==> src/rtl/bcd_pulse_gen_if.sv <==
// bcd_pulse_gen_if: control and status bundle for the BCD pulse generator.
interface bcd_pulse_gen_if #(
    parameter int NDIGITS = 2
);
    logic                   start;
    logic [4*NDIGITS-1:0]   bcd_in;
    logic                   hold;
    logic                   abort;
    logic                   pulse_out;
    logic [4*NDIGITS-1:0]   remaining;
    logic                   busy;
    logic                   done;
    logic                   err;
    modport master (
        output start, bcd_in, hold, abort,
        input  pulse_out, remaining, busy, done, err
    );
    modport slave (
        input  start, bcd_in, hold, abort,
        output pulse_out, remaining, busy, done, err
    );
endinterface

==> src/rtl/bcd_pulse_gen.sv <==
// bcd_pulse_gen: loads a BCD count and emits that many pulses, PERIOD clocks apart,
// by counting a cascade of mod-10 digits down to zero, then strobes done.
module bcd_pulse_gen #(
    parameter int NDIGITS = 2,
    parameter int PERIOD  = 1
) (
    input logic             clk,
    input logic             reset,
    bcd_pulse_gen_if.slave  bus
);
    localparam int W  = 4 * NDIGITS;
    localparam int PW = $clog2(PERIOD) + 1;
    typedef enum logic [1:0] {IDLE, RUN, DONE} state_t;
    state_t         state_q, state_d;
    logic [W-1:0]   rem_q, rem_d, rem_dec;
    logic [PW-1:0]  pre_q, pre_d;
    logic           pulse_q, pulse_d;
    logic           err_q, err_d;
    logic           bad_digit;
    logic           borrow;
    // Ripple the borrow through the digits; a zero digit wraps to 9 and passes it on.
    always_comb begin
        rem_dec   = rem_q;
        borrow    = 1'b1;
        bad_digit = 1'b0;
        for (int i = 0; i < NDIGITS; i++) begin
            if (borrow) begin
                rem_dec[4*i +: 4] = (rem_q[4*i +: 4] == 4'd0) ? 4'd9 : rem_q[4*i +: 4] - 4'd1;
                borrow            = (rem_q[4*i +: 4] == 4'd0);
            end
            bad_digit = bad_digit | (bus.bcd_in[4*i +: 4] > 4'd9);
        end
    end
    always_comb begin
        state_d = state_q;
        rem_d   = rem_q;
        pre_d   = pre_q;
        pulse_d = 1'b0;
        err_d   = 1'b0;
        unique case (state_q)
            IDLE: if (bus.start) begin
                if (bad_digit) err_d = 1'b1;
                else if (bus.bcd_in == '0) state_d = DONE;
                else begin
                    rem_d   = bus.bcd_in;
                    pre_d   = '0;
                    state_d = RUN;
                end
            end
            RUN: if (bus.abort) state_d = IDLE;
            else if (!bus.hold) begin
                if (pre_q == PW'(PERIOD - 1)) begin
                    pulse_d = 1'b1;
                    pre_d   = '0;
                    rem_d   = rem_dec;
                    state_d = (rem_q == W'(1)) ? DONE : RUN;
                end else pre_d = pre_q + PW'(1);
            end
            default: state_d = IDLE;
        endcase
    end
    always_ff @(posedge clk or posedge reset) begin
        if (reset) begin
            state_q <= IDLE;
            rem_q   <= '0;
            pre_q   <= '0;
            pulse_q <= 1'b0;
            err_q   <= 1'b0;
        end else begin
            state_q <= state_d;
            rem_q   <= rem_d;
            pre_q   <= pre_d;
            pulse_q <= pulse_d;
            err_q   <= err_d;
        end
    end
    assign bus.pulse_out = pulse_q;
    assign bus.remaining = rem_q;
    assign bus.busy      = (state_q == RUN);
    assign bus.done      = (state_q == DONE);
    assign bus.err       = err_q;
endmodule

==> src/flat_wrapper.sv <==
// flat-port wrapper written by rule: the top's interface ports become plain ports
module bcd_pulse_gen_flat 
#(
    parameter int NDIGITS = 2,
    parameter int PERIOD  = 1
)
  (clk, reset, bus_start, bus_bcd_in, bus_hold, bus_abort, bus_pulse_out, bus_remaining, bus_busy, bus_done, bus_err);
  bcd_pulse_gen_if #(.NDIGITS(NDIGITS)) bus_i ();
  input logic clk;
  input logic reset;
  input wire logic [$bits(bus_i.start)-1:0] bus_start;
  input wire logic [$bits(bus_i.bcd_in)-1:0] bus_bcd_in;
  input wire logic [$bits(bus_i.hold)-1:0] bus_hold;
  input wire logic [$bits(bus_i.abort)-1:0] bus_abort;
  output wire logic [$bits(bus_i.pulse_out)-1:0] bus_pulse_out;
  output wire logic [$bits(bus_i.remaining)-1:0] bus_remaining;
  output wire logic [$bits(bus_i.busy)-1:0] bus_busy;
  output wire logic [$bits(bus_i.done)-1:0] bus_done;
  output wire logic [$bits(bus_i.err)-1:0] bus_err;
  assign bus_i.start = bus_start;
  assign bus_i.bcd_in = bus_bcd_in;
  assign bus_i.hold = bus_hold;
  assign bus_i.abort = bus_abort;
  assign bus_pulse_out = bus_i.pulse_out;
  assign bus_remaining = bus_i.remaining;
  assign bus_busy = bus_i.busy;
  assign bus_done = bus_i.done;
  assign bus_err = bus_i.err;
  bcd_pulse_gen #(.NDIGITS(NDIGITS), .PERIOD(PERIOD)) u_core (.clk(clk), .reset(reset), .bus(bus_i));
endmodule
==> config.mk <==
export PLATFORM = sky130hd
export DESIGN_NAME = bcd_pulse_gen_flat
export DESIGN_NICKNAME = d
export VERILOG_FILES = /design/src/rtl/bcd_pulse_gen_if.sv /design/src/rtl/bcd_pulse_gen.sv /design/src/flat_wrapper.sv
export SDC_FILE = /design/constraint.sdc
export NUM_CORES = 1
export LEC_CHECK = 0
export CAP_MARGIN = 15
export CORE_ASPECT_RATIO = 0.9
export CORE_MARGIN = 1
export CORE_UTILIZATION = 49
export CTS_CLUSTER_DIAMETER = 150
export DETAILED_ROUTE_END_ITERATION = 10
export GPL_TIMING_DRIVEN = 0
export HOLD_SLACK_MARGIN = 0.15
export PLACE_DENSITY_LB_ADDON = 0.1
export RECOVER_POWER = 25
export SLEW_MARGIN = 20
export SYNTH_ARGS = -nofsm -noshare
export SYNTH_HDL_FRONTEND = slang
export SYNTH_SLANG_ARGS = --single-unit
==> constraint.sdc <==
create_clock -name clk -period 4.4 [get_ports clk]
set_input_delay 0.88 -clock clk [delete_from_list [all_inputs] [get_ports clk]]
set_output_delay 0.88 -clock clk [all_outputs]
set_load 0.03 [all_outputs]
Word level (Yosys, flattened, before mapping)
Cells that the tools add are included.
W data, S select, Z words.
- input bits: 13
- logic and storage cells: 65
- output and inout bits: 12
- register bits: 13
- magnitude comparators: 2
- reductions and logical operators: 9
- bitwise logic cells: 1
- equality and inequality tests: 12
- $add $sub $neg: 3
- multiplexer cells: 32
- operator list (cell ; number):
    $mux W8 ; 6
    $pmux W8 S2 ; 1
    $mux W2 ; 7
    $mux W1 ; 13
    $mux W4 ; 3
    $ne A2 B2 Y1 const B ; 6
    $eq A8 B1 Y1 const B ; 1
    $gt A4 B4 Y1 const B ; 2
    $logic_not A4 Y1 ; 2
    $logic_not A8 Y1 ; 1
    $reduce_and A8 Y1 ; 1
    $sub A4 B1 Y4 const B ; 2
    $reduce_and A7 Y1 ; 1
    $ne A3 B3 Y1 const B ; 2
    $reduce_and A6 Y1 ; 1
    $pmux W2 S2 ; 1
    $reduce_and A4 Y1 ; 1
    $eq A2 B1 Y1 const B ; 1
    $eq A2 B2 Y1 const B ; 1
    $logic_not A2 Y1 ; 1
    $ne A2 B1 Y1 const B ; 1
    $pmux W1 S2 ; 1
    $reduce_bool A2 Y1 ; 1
    $add A1 B1 Y1 const B ; 1
    $or A1 B1 Y1 ; 1

Depth between registers and ports, before layout
- depth in word-level cells: 7
- mapped depth: 6
- depth with buffers taken out: 5

Least setup slack after synthesis
No wires, ideal clock.
- path type: input to register
- from: input port bus_bcd_in[0]
- to: register u_core.rem_q[7], in the netlist u_core.bus.remaining[7]
- cell stages on the path: 5
- arrival: 1985 ps
- path slack: 2293 ps
- cells stage by stage: or4_1 o211ai_2 buf_6 a221oi_2 o22a_1
- word-level cells in the longest chain between the ends: 4
- ends and longest elaborated chain (element ; RTL line ; RTL):
    start, declared ; flat_wrapper.sv:12 ; input wire logic [$bits(bus_i.bcd_in)-1:0] bus_bcd_in;
    $gt A4 B4 Y1 ; bcd_pulse_gen.sv:31 ; bad_digit = bad_digit | (bus.bcd_in[4*i +: 4] > 4'd9);
    $or A1 B1 Y1 ; bcd_pulse_gen.sv:31 ;
    $ne A2 B2 Y1 (no source line) ; n/a ;
    $reduce_and A8 Y1 (no source line) (*) ; n/a ;
    end signal, assigned ; bcd_pulse_gen.sv:71 ; rem_q <= rem_d;
    end, declared ; bcd_pulse_gen.sv:15 ; logic [W-1:0] rem_q, rem_d, rem_dec;
Every way passes the cells marked *; elsewhere a longest branch is shown, timed or not.
A chain may end at the register's enable or synchronous reset.

Worst setup path in the final report
- from: register u_core.state_q[1]
- to: output port bus_busy
- word-level cells in the longest chain between the ends: 1
- ends and longest elaborated chain (element ; RTL line ; RTL):
    start, declared ; bcd_pulse_gen.sv:14 ; state_t state_q, state_d;
    start signal, assigned ; bcd_pulse_gen.sv:70 ; state_q <= state_d;
    $eq A2 B1 Y1 ; bcd_pulse_gen.sv:79 ; assign bus.busy = (state_q == RUN);
    end, declared ; flat_wrapper.sv:17 ; output wire logic [$bits(bus_i.busy)-1:0] bus_busy;
No other way between the ends.

==> flow_summary.toml <==
[clocking]
cts_max_path_buffers = 2
cts.sinks = 12
postCtsSetupRepairBufs = 0
clockRootBuffer = "clkbuf_4"
cts_resized = 0
tritoncts = "done"
h-tree-depth = 1
cts.clk_slew.worst_paths_ns = 0.07
cts_inserted_buffers = 3
clkLatencyLatePin_ns = 0.27
hold_buffers = 0

[synth]
yosysWarnings = 0
synth_cells = 97
yosysSeqAreaShare_pct = 36.4
synth_seq_cells = 12
yosys.area.top_type = "dfrtp_1"
yosysTopAreaCellShare_pct = 36.4
syn-num-nets = 110
syn_avg_cell_area_um2 = 8.50
syn_area_um2 = 825
synth.distinct_cells = 35
synth_area_leaders = "dfrtp_1 (36%), o22ai_1 (6.8%), a21oi_1 (5.5%)"

[place]
dp_cells = 143
io_buffers = 24
gp_congestion = 0.894
place_hpwl_um = 1670

[finish]
nets = 139
drive_above_1_share_pct = 12.8
final_common_cell = "clkdlybuf4s50_1"
fin_cells = 147
n_antenna_cell = 0
area_growth_pct = 36.9
final_cell_mix = "clkdlybuf4s50_1 (23), dfrtp_1 (12), nor2_1 (10)"

[worst_setup_path]
worstPathRequired_ns = 3.52
worstSetupEndpointType = "primary output"
worstSetupPathType = "register to primary output"
worstPathArrival_ns = 1.92
crit_fanout = 8
start_kind = "register"

[global_route]
grt_max_degree = 13
first_global_vias = 709
antenna_found_initial = 0
grt_overflow = 0
grt_usage_pct = 25.5
grt_pass1_wl_um = 3210

[timing]
post-route-period-util_pct = 63.6
tightest_slew_ns = 0.480
final_hold_viol_count = 0
setup-tns-final_ns = 0
rsz0062_at_grt = "no"
fin_worst_skew_ns = 0.000854
fin_crit_ns = 2.80
maxSlewViolCount = 0
setup_viol = 0
max_slew_margin_pct = 67.7
fmax_mhz = 357

[power]
ir_drop_mv = 0.428
p_sw_share_pct = 45.1
cellPowerDensity_nw_per_um2 = 519
clkPwrFrac_pct = 14.4
pwr-share-seq_pct = 31.7
combPwrFrac_pct = 53.8
switchingPower_uw = 264
p_leak_uw = 0.000446
p_int_uw = 321

[drt]
post_drt_via_cell_ratio = 5.86
vias = 862
drc = 0
dr.pass1.iters = 4
drt_iter0_markers = 46
ant_nets = 0
wirelength_um = 2160
post_drt_wl_per_cell_um = 14.7

[outcome]
status = "complete, no violations"

[floorplan]
dieArea_um2 = 1850
start_util_pct = 54.5
core_um2 = 1510
die-width_um = 45.2
ioPinCount = 25
rows = 13
die_h_um = 40.9

[hold_path]
hp-class = "register to register"

[flow_run]
cap_viol_max_count = 0
## power groups by stage
stage	combinational (uW)	sequential, uW	clock (uW)
floorplan	129	249	0
global placement	308	185	0
detailed placement	312	187	0
CTS	314	185	88.2
global route	339	190	93.5
finish	315	186	84.6
## critical path, cell delays in order (launching register included)
cell and delay (ns):
dfrtp_1 0.47, nand2b_1 0.30, inv_2 0.19, clkdlybuf4s50_1 0.69
## flip-flops by register name, summed over array words and instances (netlist names)
signal	cells
u_core.bus.remaining	8
u_core.state_q	2
u_core.bus.err	1
u_core.bus.pulse_out	1
## layout make-up
class / instances / area (um^2)
Timing Repair Buffer: 24 / 240
Sequential cell: 12 / 300
Multi-Input combinational cell: 71 / 463
Clock buffer: 4 / 36.3
Inverter: 10 / 37.5
Fill cell: 121 / 384
Tap cell: 22 / 27.5
Buffer: 4 / 23.8
## synth_stat cells
cell / number
o22a_1: 1
inv_2: 1
or4_1: 1
a21o_2: 1
nor2b_1: 1
o21ai_0: 4
a311oi_1: 1
nor2_2: 2
and3_1: 3
nor3_1: 2
and2_1: 1
nand4_1: 2
clkbuf_1: 2
nor2_1: 10
nor3b_2: 1
o22ai_1: 9
o22a_2: 1
a2bb2oi_1: 1
nand3_1: 2
nor4_1: 3
nand2_1: 2
or4_4: 1
o211ai_2: 1
a221oi_1: 3
o21ai_1: 1
nor4b_4: 1
a21oi_1: 9
buf_6: 1
dfrtp_1: 12
o31ai_1: 1
a211oi_1: 3
a221oi_2: 1
buf_2: 1
nand2b_1: 2
inv_1: 9
## path summary, 6_finish.rpt
check                           slack, ns  cells after the start                 endpoint               startpoint
min in group asynchronous            1.05                      2  u_core.bus.remaining[0]                    reset
max in group asynchronous            3.04                      2  u_core.bus.remaining[6]                    reset
worst max register to register       2.65                      5  u_core.bus.remaining[6]  u_core.bus.remaining[0]
worst min register to register       0.58                      2  u_core.bus.remaining[6]  u_core.bus.remaining[6]
worst max-delay path                 1.60                      3                 bus_busy        u_core.state_q[1]
worst min-delay path                 0.58                      2  u_core.bus.remaining[6]  u_core.bus.remaining[6]
## metrics by stage
step / utilization, % / total power, uW / setup WS [ns] / instance area, um^2 / hold WS (ns)
final: 74.6 / 586 / 1.60 / 1130 / 0.584
after global routing: 74.6 / 622 / 1.50 / 1130 / 0.614
after detailed placement: 72.2 / 499 / 1.74 / 1090 / 0.574
after global placement: 72.2 / 493 / 1.76 / 1090 / 0.562
after CTS: 74.6 / 587 / 1.60 / 1130 / 0.591
after floorplan: - / 378 / 2.29 / 825 / 0.547
## per-layer routing
metal / wire (um) / track usage, % / share of wire [%] / vias up
met5: 0 / 0 / 0 / -
met4: 0 / 4.55 / 0 / 0
met3: 151 / 7.93 / 7.0 / 0
met2: 1040 / 42.8 / 48 / 42
met1: 964 / 32.9 / 45 / 395
li1: - / - / - / 425
## kinds of logic after synthesis
group / synth area share (%)
compound gates: 31.0
simple gates: 25.2
buf+inv: 7.43
flops: 36.4
Power figures use the tool's default switching activity.
